`src/rtl/seg_msg_pkg.sv`:
```
// Shared types and glyph data for the seven-segment message sequencer.
package seg_msg_pkg;

  // Sequencer FSM states; the encoding is also exported on the debug port.
  typedef enum logic [1:0] {
    ST_IDLE  = 2'd0,
    ST_SHOW  = 2'd1,
    ST_BLANK = 2'd2
  } state_t;

  // Segment patterns: bit 7 = dp, bits 6..0 = a,b,c,d,e,f,g, active-high.
  localparam logic [7:0] GLYPH_DP    = 8'h80;
  localparam logic [7:0] GLYPH_S     = 8'h5B;
  localparam logic [7:0] GLYPH_E     = 8'h4F;
  localparam logic [7:0] GLYPH_N     = 8'h15;
  localparam logic [7:0] GLYPH_O     = 8'h7E;
  localparam logic [7:0] GLYPH_L     = 8'h0E;
  localparam logic [7:0] GLYPH_G     = 8'h5F;
  localparam logic [7:0] GLYPH_U     = 8'h3E;
  localparam logic [7:0] GLYPH_BLANK = 8'h00;

  // Number of glyphs actually stored in the message ROM.
  localparam int ROM_DEPTH = 14;

  // Message ROM. Entries at or beyond msg_len, or beyond the stored
  // message, read as blank.
  function automatic logic [7:0] glyph_lookup(input logic [3:0] idx,
                                              input int msg_len);
    logic [7:0] g;
    g = GLYPH_BLANK;
    if (int'(idx) < msg_len) begin
      case (idx)
        4'd0:    g = GLYPH_DP;
        4'd1:    g = GLYPH_S;
        4'd2:    g = GLYPH_E;
        4'd3:    g = GLYPH_N;
        4'd4:    g = GLYPH_O;
        4'd5:    g = GLYPH_L;
        4'd6:    g = GLYPH_G;
        4'd7:    g = GLYPH_U;
        4'd8:    g = GLYPH_L;
        4'd9:    g = GLYPH_G;
        4'd10:   g = GLYPH_O;
        4'd11:   g = GLYPH_N;
        4'd12:   g = GLYPH_U;
        4'd13:   g = GLYPH_L;
        default: g = GLYPH_BLANK;
      endcase
    end
    return g;
  endfunction

endpackage

```
`src/rtl/btn_debounce.sv`:
```
// Button conditioning: 2-FF synchronizer, stable-count debounce and a
// rising-edge detector producing a single-cycle step request per press.
module btn_debounce #(
  parameter int DEB_CYCLES = 250000
) (
  input  logic clk,
  input  logic rst,
  input  logic btn_raw,
  output logic step_req
);

  localparam int CW = (DEB_CYCLES > 1) ? $clog2(DEB_CYCLES) : 1;
  localparam logic [CW-1:0] CNT_LAST = CW'(DEB_CYCLES - 1);

  logic          r_sync0;
  logic          r_sync1;
  logic          r_deb;
  logic          r_deb_q;
  logic [CW-1:0] r_cnt;

  // Synchronize the raw button, then accept a new level only after it has
  // disagreed with the debounced level for DEB_CYCLES consecutive cycles.
  always_ff @(posedge clk or posedge rst) begin
    if (rst) begin
      r_sync0 <= 1'b0;
      r_sync1 <= 1'b0;
      r_deb   <= 1'b0;
      r_cnt   <= '0;
    end else begin
      r_sync0 <= btn_raw;
      r_sync1 <= r_sync0;
      if (r_sync1 != r_deb) begin
        if (r_cnt == CNT_LAST) begin
          r_deb <= r_sync1;
          r_cnt <= '0;
        end else begin
          r_cnt <= r_cnt + CW'(1);
        end
      end else begin
        r_cnt <= '0;
      end
    end
  end

  // Delayed copy of the debounced level for edge detection.
  always_ff @(posedge clk or posedge rst) begin
    if (rst) r_deb_q <= 1'b0;
    else     r_deb_q <= r_deb;
  end

  assign step_req = r_deb & ~r_deb_q;

endmodule

```
`src/rtl/seg_msg_sequencer.sv`:
```
// Steps a glyph message onto the segment pins, advancing on a debounced
// button press or an internal prescaler tick, with a blank gap before
// every new glyph after the first.
module seg_msg_sequencer
  import seg_msg_pkg::*;
#(
  parameter int MSG_LEN    = 14,
  parameter int DEB_CYCLES = 250000,
  parameter int TICK_DIV   = 5000000,
  parameter int BLANK_CYC  = 1250000
) (
  input  logic       clk,
  input  logic       rst,
  input  logic       btn_raw,
  input  logic       mode_auto,
  input  logic       hold,
  output logic [7:0] seg,
  output logic [3:0] index,
  output logic       wrap,
  output logic       blanking,
  output logic [1:0] dbg_state
);

  localparam int TW = (TICK_DIV > 1) ? $clog2(TICK_DIV) : 1;
  localparam int BW = (BLANK_CYC > 1) ? $clog2(BLANK_CYC) : 1;
  localparam logic [TW-1:0] TICK_LAST  = TW'(TICK_DIV - 1);
  localparam logic [BW-1:0] BLANK_LAST = BW'(BLANK_CYC - 1);
  localparam logic [3:0]    IDX_LAST   = 4'(MSG_LEN - 1);

  logic          w_step_req;
  logic          w_tick;
  logic          w_adv;
  logic [3:0]    w_next_index;
  logic [7:0]    w_glyph;

  logic [TW-1:0] r_pcnt;
  logic [BW-1:0] r_bcnt;
  state_t        r_state;
  logic [7:0]    r_seg;
  logic [3:0]    r_index;
  logic          r_wrap;
  logic          r_blanking;

  btn_debounce #(
    .DEB_CYCLES (DEB_CYCLES)
  ) u_deb (
    .clk      (clk),
    .rst      (rst),
    .btn_raw  (btn_raw),
    .step_req (w_step_req)
  );

  // Prescaler: runs only in auto mode, freezes under hold, clears in manual.
  always_ff @(posedge clk or posedge rst) begin
    if (rst) begin
      r_pcnt <= '0;
    end else if (!mode_auto) begin
      r_pcnt <= '0;
    end else if (!hold) begin
      r_pcnt <= (r_pcnt == TICK_LAST) ? '0 : r_pcnt + TW'(1);
    end
  end

  assign w_tick       = mode_auto & ~hold & (r_pcnt == TICK_LAST);
  assign w_adv        = (mode_auto ? w_tick : w_step_req) & ~hold;
  assign w_next_index = (r_index == IDX_LAST) ? 4'd0 : r_index + 4'd1;
  assign w_glyph      = glyph_lookup(r_index, MSG_LEN);

  // Display FSM with registered outputs; advances arriving in BLANK are dropped.
  always_ff @(posedge clk or posedge rst) begin
    if (rst) begin
      r_state    <= ST_IDLE;
      r_seg      <= GLYPH_BLANK;
      r_index    <= 4'd0;
      r_wrap     <= 1'b0;
      r_blanking <= 1'b0;
      r_bcnt     <= '0;
    end else begin
      r_wrap <= 1'b0;
      case (r_state)
        ST_IDLE: begin
          r_seg      <= GLYPH_BLANK;
          r_blanking <= 1'b0;
          if (w_adv) begin
            r_state <= ST_SHOW;
            r_seg   <= w_glyph;
          end
        end
        ST_SHOW: begin
          if (w_adv) begin
            r_state    <= ST_BLANK;
            r_seg      <= GLYPH_BLANK;
            r_blanking <= 1'b1;
            r_index    <= w_next_index;
            r_wrap     <= (w_next_index == 4'd0);
            r_bcnt     <= '0;
          end
        end
        ST_BLANK: begin
          if (r_bcnt == BLANK_LAST) begin
            r_state    <= ST_SHOW;
            r_seg      <= w_glyph;
            r_blanking <= 1'b0;
          end else begin
            r_bcnt <= r_bcnt + BW'(1);
          end
        end
        default: begin
          r_state    <= ST_IDLE;
          r_seg      <= GLYPH_BLANK;
          r_blanking <= 1'b0;
        end
      endcase
    end
  end

  assign seg       = r_seg;
  assign index     = r_index;
  assign wrap      = r_wrap;
  assign blanking  = r_blanking;
  assign dbg_state = r_state;

endmodule

```
`config.mk`:
```
export PLATFORM = sky130hd
export DESIGN_NAME = seg_msg_sequencer
export DESIGN_NICKNAME = d
export VERILOG_FILES = /design/src/rtl/seg_msg_pkg.sv /design/src/rtl/btn_debounce.sv /design/src/rtl/seg_msg_sequencer.sv
export SDC_FILE = /design/constraint.sdc
export NUM_CORES = 1
export LEC_CHECK = 0
export CAP_MARGIN = 20
export CORE_MARGIN = 2
export CORE_UTILIZATION = 37
export CTS_CLUSTER_DIAMETER = 30
export DETAILED_ROUTE_END_ITERATION = 8
export HOLD_SLACK_MARGIN = 0.12
export REMOVE_ABC_BUFFERS = 1
export SYNTH_ARGS = -nofsm -noshare
export SYNTH_HDL_FRONTEND = slang
export SYNTH_SLANG_ARGS = --single-unit
```
`constraint.sdc`:
```
create_clock -name clk -period 2.4 [get_ports clk]
set_input_delay 0.24 -clock clk [delete_from_list [all_inputs] [get_ports clk]]
set_output_delay 0.24 -clock clk [all_outputs]
set_load 0.03 [all_outputs]
```
* Word level (Yosys, flattened, before mapping)
Memory sizes are Yosys's and may differ from the RTL's. Index checks and enable logic that the tools add are counted.
Storage, ports and cells: logic and storage cells 68, input bits 5, memories 1, output and inout port bits 16, ROM bits 128, register bits 82
Cells by class: add/subtract/negate cells 4, bitwise logic cells 6, eq/ne operators 12, reductions and logical operators 8, multiplexer cells 24, $lt $le $gt $ge 1
Memory list:
- (no name shown) | depth 16, width 8, read ports 1, clocked after Yosys merged registers in 0, write ports 0, line seg_msg_pkg.sv:32 | case (idx)
Operators by type and width (count):
- 2-to-1 mux 23 bit | 3
- 2-to-1 mux 21 bit | 2
- one-hot mux 21 bit (2 select lines) | 1
- 2-to-1 mux 18 bit | 2
- 2-to-1 mux 8 bit | 4
- one-hot mux 8 bit (3 select lines) | 1
- adder 23 x 1 -> 23 bit, second input constant | 1
- == test 23 bit, second input constant | 1
- adder 21 x 1 -> 21 bit, second input constant | 1
- == test 21 bit, second input constant | 1
- adder 18 x 1 -> 18 bit, second input constant | 1
- == test 18 bit, second input constant | 1
- != test 2 bit, second input constant | 5
- 2-to-1 mux 2 bit | 3
- one-hot mux 2 bit (3 select lines) | 1
- AND reduction 2 bit | 3
- AND reduction 3 bit | 2
- 2-to-1 mux 1 bit | 5
- adder 4 x 1 -> 4 bit, second input constant | 1
- AND 1 bit | 4
- == test 4 bit, second input constant | 1
- zero test 4 bit | 1
- less-than comparator 4 bit, second input constant | 1
- 2-to-1 mux 4 bit | 1
- other kinds (7) | 8

* Longest topological paths before layout
Gate-level depths: netlist of the first run.
word-level depth 7, mapped depth 7, gate-level depth less buffers 7

* By module
Synthesis of the first run repeated with hierarchy kept, for this count alone.
Second synthesis, totals: cells, all modules 479, area, all modules 4500.6 um^2
By module, submodules not included:
- seg_msg_sequencer | area an instance 3413.3 um^2, instances 1, seq. area each 1476.4 um^2, cells an instance 373
- btn_debounce | area an instance 1087.3 um^2, instances 1, seq. area each 550.5 um^2, cells an instance 106

* Least setup slack after synthesis of the first run
OpenSTA, ideal clock, no wires.
path kind register to register, start point register r_pcnt[6], end point register r_pcnt[6], arrival time 1.801 ns, setup time 0.119 ns, stages on the path, launching flop included 7, data required time 2.281 ns, buffers on the path 1, path slack 0.480 ns, cell sequence dfrtp_1 -> or4b_4 -> nor4_4 -> nand2_2 -> o21ai_4 -> buf_6 -> nor2_1
On the way: cells in the longest elaborated chain, start to end 4, elaborated cells between the ends (all ways) 5
RTL lines:
- from (decl) | line seg_msg_sequencer.sv:36 | logic [TW-1:0] r_pcnt;
- from (signal assigned) | line seg_msg_sequencer.sv:60 | r_pcnt <= (r_pcnt == TICK_LAST) ? '0 : r_pcnt + TW'(1);
- adder 23 x 1 -> 23 bit / == test 23 bit (equally long branches) | line seg_msg_sequencer.sv:60
- 2-to-1 mux 23 bit * | line seg_msg_sequencer.sv:60
- 2-to-1 mux 23 bit * | line seg_msg_sequencer.sv:59 | end else if (!hold) begin
- 2-to-1 mux 23 bit * | line seg_msg_sequencer.sv:57 | end else if (!mode_auto) begin
Mark *: on every way between the ends. The rest lies on a longest branch, timed or not. The select of a mux whose other input is x is not followed. A chain may end at the register's enable or synchronous reset.

* Final worst setup path of the first run
start point register r_pcnt[10], end point register r_seg[3], in the netlist seg[3]
On the way: cells in the longest elaborated chain, start to end 6, elaborated cells between the ends (all ways) 8
RTL lines:
- == test 23 bit * | line seg_msg_sequencer.sv:64 | assign w_tick = mode_auto & ~hold & (r_pcnt == TICK_LAST);
- AND 1 bit * | line seg_msg_sequencer.sv:64
- 2-to-1 mux 1 bit * | line seg_msg_sequencer.sv:65 | assign w_adv = (mode_auto ? w_tick : w_step_req) & ~hold;
- AND 1 bit * | line seg_msg_sequencer.sv:65
- 2-to-1 mux 8 bit / != test 2 bit (equally long branches)
- one-hot mux 8 bit (3 select lines) / AND reduction 2 bit (equally long branches)
- to (signal assigned) | line seg_msg_sequencer.sv:86 | r_seg <= w_glyph;
- to (signal assigned) | line seg_msg_sequencer.sv:102 | r_seg <= w_glyph;
- to (decl) | line seg_msg_sequencer.sv:39 | logic [7:0] r_seg;
Mark *: on every way between the ends. The rest lies on a longest branch, timed or not.

==> impl_metrics.csv, run 1 <==
group,metric,value,unit
layout,syn2layout_area_growth,17.1,%
detailed_routing,first_pass_iters,4,
synthesis,synth_enable_flop_cells,0,
global_route,track_usage,0.157,
global_route,gr-max-usage-layer,"met2",
setup_path,path_class,"reg -> reg",
clocking,clk_latency,0.34,ns
power_and_ir_drop,p_per_area,554,mW/mm2
detailed_routing,routed_wl,8740,um
timing,timing.final.ws_setup,0.143,ns
setup_path,critPathTopFamily,"simple AND/OR/NAND/NOR gates",
detailed_routing,num_vias,3300,
power_and_ir_drop,cellLeakagePower,0.00195,uW
clocking,clk_pin_slew,0.06,ns
detailed_routing,post-route-drc-count,0,
synthesis,synth_area,0.00422,mm2
detailed_routing,drtIter0Drc,249,
timing,relSlewSlack,0.621,
global_route,use_met3,0.0405,
floorplan,die-area,0.0123,mm2
clocking,root_buffer,"clkbuf_16",
placed_design,portBuffers,20,
synthesis,yosys_warnings,0,
setup_path,slowest_delay,0.69,ns
synthesis,synth_cells,444,
timing,finalCritPeriodShare,0.940,
setup_path,cp_cell_sequence,"or4b_2, nor4_1, a41o_1, o21ai_2, a22o_1",
setup_path,slowest_stage,"or4b_2",
placed_design,placedCellCount,608,
clocking,numCtsBuffers,9,
placed_design,postPlaceCellArea,0.00466,mm2
synthesis,async_flop_share,1.00,
global_route,antenna_found_initial,0,
layout,final_cells,624,
synthesis,ys_ff_latch,81,
clocking,postCtsSetupBuffers,0,
detailed_routing,ant_nets,0,
synthesis,synthFlopType,"dfrtp_1",
detailed_routing,post_drt_wl_per_cell,14.0,um
timing,timing.fmax,443,MHz
power_and_ir_drop,seqPwrFrac,0.505,
clocking,cts_tree,"yes",
timing,maxSlewViolCount,0,
power_and_ir_drop,combPwrFrac,0.027,
timing,setup_viol,0,
setup_path,cp_max_fo,7,
power_and_ir_drop,p_int,2150,uW
clocking,htreeDepth,3,
timing,rsz0062_at_grt,"no",
layout,diodes,0,
power_and_ir_drop,clkPwrFrac,0.468,
timing,tightest_slew,0.567,ns
power_and_ir_drop,ir_drop,0.000501,V
floorplan,pin_count,21,
layout,drive_above_1_share,0.0852,
clocking,cts_sinks,81,
global_route,grt_pass1_wl,16000,um
timing,fin_skew,0.00684,ns
global_route,grt_max_degree,57,
placed_design,routabilityCongestion,0.783,
placed_design,dp_hpwl,6100,um
power_and_ir_drop,netSwitchingFraction,0.215,
power_and_ir_drop,p_sw,590,uW
clocking,ctsResizeCount,0,
floorplan,rows,39,
synthesis,synth_cell_types,56,
clocking,hold_buffers,0,
global_route,use_met1,0.204,
setup_path,path_buf_inv,0,
status,status,"complete, no violations",
detailed_routing,avgViaCountPerCell,5.29,
floorplan,fp.dieH,111,um
worst_hold_path,hp-class,"in -> async",
layout,layout_common_cells,"dfrtp_1, nor2_1, nand2_1, xnor2_1, nand3_1",
floorplan,start_util,0.374,
setup_path,arrival,2.48,ns
timing,tns,0,ns
layout,fin_area,0.00494,mm2
layout,layout_commonest_cell,"dfrtp_1",
layout,nets,489,
setup_path,end_kind,"flip-flop",
synthesis,syn_area_per_cell,9.51,um2
floorplan,coreArea,0.0113,mm2
global_route,first_global_vias,3330,
timing,layout_min_cycle_time,2.26,ns
flow_run,cap_violations,0,
setup_path,worstSetupStartpointType,"flip-flop",
synthesis,yosysSeqAreaShare,0.480,
timing,hold_violations,0,
global_route,overflow,0,
global_route,gr-usage-met2,0.255,
clocking,cts_buffer_depth,2,
floorplan,die_w,111,um
setup_path,reg2reg_slack,0.14,ns
setup_path,worstPathRequired,2.62,ns
placed_design,place_ws,0.155,ns
==> kinds of logic after synthesis <==
| group | share of synthesized area |
|---|---|
| AND/OR/NAND/NOR | 0.258 |
| buffers and inverters | 0.0320 |
| multiplexers | 0.00860 |
| AO/OA/AOI/OAI | 0.0919 |
| adder cells (fa/ha/maj) | 0.0237 |
| XOR/XNOR | 0.106 |
| flip-flops | 0.480 |
==> per-layer routing <==
layer	share of wire	wire length [um]
met1	0.48	4160
met2	0.47	4120
met3	0.034	301
met4	0.018	155
met5	0	0
==> stage by stage <==
| step | utilization | power [uW] | hold WS [ns] |
|---|---|---|---|
| floorplan | - | 1450 | 0.271 |
| global route | 0.438 | 2860 | 0.312 |
| CTS | 0.438 | 2780 | 0.285 |
| detailed placement | 0.413 | 1480 | 0.361 |
| global placement | 0.413 | 1480 | 0.337 |
| finish | 0.438 | 2740 | 0.281 |
==> tightest hold or removal path, delay by kind of cell <==
family	cells	cell delay, ns
buf+inv	3	0.76
==> layout make-up <==
| cell class | instances | area, um2 |
|---|---|---|
| Inverter | 18 | 68.8 |
| Fill cell | 1068 | 6330 |
| Multi-Input combinational cell | 331 | 2060 |
| Sequential cell | 81 | 2030 |
| Timing Repair Buffer | 35 | 325 |
| Clock buffer | 11 | 253 |
| Tap cell | 143 | 179 |
| Clock inverter | 5 | 30.0 |
==> power by group through the flow <==
stage / clock [uW] / combinational (uW) / sequential (uW)
2_1_floorplan: 0 / 39.9 / 1410
3_3_place_gp: 0 / 74.7 / 1410
3_5_place_dp: 0 / 76.4 / 1410
4_1_cts: 1320 / 76.7 / 1380
5_1_grt: 1390 / 86.3 / 1380
6_report: 1280 / 73.2 / 1380
==> worst paths after layout <==
path / start / end / cells after the start
setup / recovery: r_pcnt[10] / seg[3] / 5
hold / removal: rst / seg[3] / 3
setup reg to reg: r_pcnt[10] / seg[3] / 5
max in group asynchronous: rst / r_pcnt[5] / 3
hold reg to reg: u_deb.r_sync0 / u_deb.r_sync1 / 0
min in group clk: btn_raw / u_deb.r_sync0 / 1
==> sequential cells by signal, indices dropped and copies added, names as in the netlist, 2 cells and up <==
signal       flops
dbg_state        2
r_bcnt          21
u_deb.r_cnt     18
index            4
seg              7
r_pcnt          23
==> Yosys cell counts, types with 4 or more instances <==
| master | n | area (um2) |
|---|---|---|
| dfrtp_1 | 81 | 2030 |
| nor2_1 | 70 | 263 |
| nand2_1 | 40 | 150 |
| xnor2_1 | 29 | 254 |
| nand3_1 | 26 | 130 |
| xor2_1 | 22 | 193 |
| nor3_1 | 19 | 95.1 |
| inv_1 | 18 | 67.6 |
| o21ai_0 | 16 | 80.1 |
| nand4_1 | 11 | 68.8 |
| nor4_1 | 9 | 56.3 |
| clkbuf_1 | 8 | 30.0 |
| ha_1 | 8 | 100 |
| a21oi_1 | 5 | 25.0 |
| and3_1 | 5 | 31.3 |
| nor4b_1 | 5 | 43.8 |
| a21boi_0 | 4 | 30.0 |
| a22o_1 | 4 | 35.0 |
| nand2b_1 | 4 | 25.0 |
| nand4b_1 | 4 | 35.0 |
Power figures use the tool's default switching activity.
==> run 2, diff against run 1 <==
--- a/config.mk
+++ b/config.mk
@@ -12,6 +12,7 @@
 export DETAILED_ROUTE_END_ITERATION = 8
 export HOLD_SLACK_MARGIN = 0.12
 export REMOVE_ABC_BUFFERS = 1
+export SLEW_MARGIN = 0
 export SYNTH_ARGS = -nofsm -noshare
 export SYNTH_HDL_FRONTEND = slang
 export SYNTH_SLANG_ARGS = --single-unit
==> results of run 2 <==
No change in the layout: final DEF, timing and power equal those of run 1.
==> run 3, diff against run 2 <==
==> constraint.sdc (replaced) <==
create_clock -name clk -period 2.4 [get_ports clk]
set_input_delay 0.24 -clock clk [delete_from_list [all_inputs] [get_ports clk]]
set_output_delay 0.24 -clock clk [all_outputs]
set_load 0.005 [all_outputs]
==> run 3 against run 2 <==
  * Maximum frequency is 1.9% higher
  * Largest power group unchanged
  * Worst setup slack improved by 0.043 ns
  * Sequential cell count stayed put
  * Clock skew about the same
  * Critical path depth stayed put
  * Non-clock buffer count down 1
  * Combinational power about the same
  * Critical endpoint is now seg[2]
  * Worst hold slack worse by 0.0097 ns
  * Core utilization about the same
  * Sequential power barely moved
  * Global-route usage down 0.64 points
  * Final cell count fell by 0.16%
==> impl_metrics.csv, run 3 (same netlist as run 1, synthesis figures left out) <==
group,metric,value,unit
detailed_routing,first_pass_iters,4,
flow_run,cap_violations,0,
layout,fillers,1070,
status,status,"complete, no violations",
global_route,first_global_vias,3305,
setup_path,arrival,2.44,ns
clocking,cts_sinks,81,
clocking,postCtsSetupBuffers,0,
timing,tns,0,ns
timing,tightest_slew,0.558,ns
timing,relSlewSlack,0.627,
setup_path,slowest_stage,"or4b_2",
setup_path,reg2reg_slack,0.19,ns
setup_path,end_kind,"flip-flop",
power_and_ir_drop,netSwitchingFraction,0.234,
detailed_routing,routed_wl,8750,um
setup_path,cp_max_fo,7,
clocking,clk_pin_slew,0.06,ns
layout,layout_common_cells,"dfrtp_1, nor2_1, nand2_1, xnor2_1, nand3_1",
floorplan,coreArea,0.0113,mm2
placed_design,place_ws,0.149,ns
timing,finalCritPeriodShare,0.923,
floorplan,pin_count,21,
layout,top_regs,"r_pcnt: 23 flops, r_bcnt: 21 flops, u_deb.r_cnt: 18 flops",
floorplan,rows,39,
power_and_ir_drop,cellLeakagePower,0.00194,uW
detailed_routing,post-route-drc-count,0,
setup_path,r2r_start,"r_pcnt[10]",
clocking,numCtsBuffers,9,
detailed_routing,num_vias,3272,
layout,nets,488,
floorplan,fp.dieH,111,um
setup_path,path_class,"reg -> reg",
floorplan,die_w,111,um
power_and_ir_drop,combPwrFrac,0.027,
clocking,clk_latency,0.34,ns
setup_path,slowest_delay,0.68,ns
power_and_ir_drop,p_sw,649,uW
setup_path,crit_start,"r_pcnt[10]",
setup_path,worstSetupStartpointType,"flip-flop",
layout,syn2layout_area_growth,17.0,%
timing,timing.fmax,452,MHz
clocking,cts_buffer_depth,2,
timing,layout_min_cycle_time,2.21,ns
clocking,htreeDepth,3,
timing,timing.final.ws_setup,0.186,ns
power_and_ir_drop,clkPwrFrac,0.474,
placed_design,dp_hpwl,6140,um
timing,hold_violations,0,
layout,top_register,"r_pcnt",
global_route,overflow,0,
layout,diodes,0,
timing,maxSlewViolCount,0,
clocking,hold_buffers,0,
detailed_routing,drtIter0Drc,143,
power_and_ir_drop,seqPwrFrac,0.499,
power_and_ir_drop,p_per_area,560,mW/mm2
clocking,cts_tree,"yes",
detailed_routing,avgViaCountPerCell,5.25,
clocking,ctsResizeCount,0,
setup_path,cp_cell_sequence,"or4b_2, nor4_1, a41o_1, o21ai_2, a22o_1",
layout,largest_reg_flops,23,
detailed_routing,post_drt_wl_per_cell,14.0,um
setup_path,worstPathRequired,2.63,ns
global_route,grt_pass1_wl,15300,um
global_route,antenna_found_initial,0,
detailed_routing,ant_nets,0,
floorplan,start_util,0.374,
clocking,root_buffer,"clkbuf_16",
timing,fin_skew,0.00714,ns
power_and_ir_drop,ir_drop,0.000508,V
placed_design,portBuffers,20,
floorplan,die-area,0.0123,mm2
worst_hold_path,hp-class,"in -> async",
placed_design,routabilityCongestion,0.779,
global_route,grt_max_degree,57,
layout,drive_above_1_share,0.0833,
timing,setup_viol,0,
timing,hold_ws,0.271,ns
setup_path,r2r-end,"seg[2]",
power_and_ir_drop,p_int,2120,uW
setup_path,worst-r2r-cell-count,5,
timing,rsz0062_at_grt,"no",
global_route,track_usage,0.151,
layout,layout_commonest_cell,"dfrtp_1",
run 3: changes by cell type in the layout (fill, tap and decap cells not counted), sizes merged:
cell | previous run | this run
inv | 17 | 21
clkbuf | 11 | 9
buf | 15 | 14
clkinv | 4 | 3
clkinvlp | 2 | 1
run 3: worst max path at each step:
| stage | to | slack [ns] |
|---|---|---|
| floorplan | blanking | 0.08 |
| global placement | seg[2] | 0.18 |
| detailed placement | seg[2] | 0.15 |
| CTS | seg[2] | 0.14 |
| global route | seg[2] | 0.09 |
| finish | seg[2] | 0.19 |
run 3: per-layer routing:
metal / track usage / share of wire
met1: 0.188 / 0.47
met2: 0.252 / 0.49
met3: 0.0514 / 0.033
met4: 0.0400 / 0.0099
met5: 0 / 0
run 3: power groups by stage:
stage	Combinational, uW	Sequential, uW	Clock, uW
2_1_floorplan	39.9	1410	0
3_3_place_gp	74.7	1410	0
3_5_place_dp	76.3	1410	0
4_1_cts	76.5	1380	1370
5_1_grt	85.8	1380	1420
6_report	73.4	1380	1310
run 3: cell type report:
| class | count | area (um2) | area share |
|---|---|---|---|
| multi-input cells | 331 | 2060 | 0.417 |
| inverters | 18 | 68.8 | 0.0139 |
| repair buffers | 34 | 318 | 0.0644 |
| clock buffers | 9 | 225 | 0.0456 |
| clock inverters | 7 | 62.6 | 0.0127 |
| well taps | 143 | 179 | 0.0362 |
| flip-flops and latches | 81 | 2030 | 0.410 |
run 3: metrics by stage:
stage	instances	power, uW	util	area [um2]
2_1_floorplan	430	1450	-	4150
3_3_place_gp	607	1480	0.413	4650
3_5_place_dp	607	1480	0.413	4650
4_1_cts	623	2830	0.438	4940
5_1_grt	623	2890	0.438	4940
6_report	623	2770	0.438	4940
run 3: critical path, delay by kind of cell (launching register included):
family | cells | cell delay, ns
flip-flops | 1 | 0.41
AO/OA/AOI/OAI | 3 | 0.74
AND/OR/NAND/NOR | 2 | 0.96
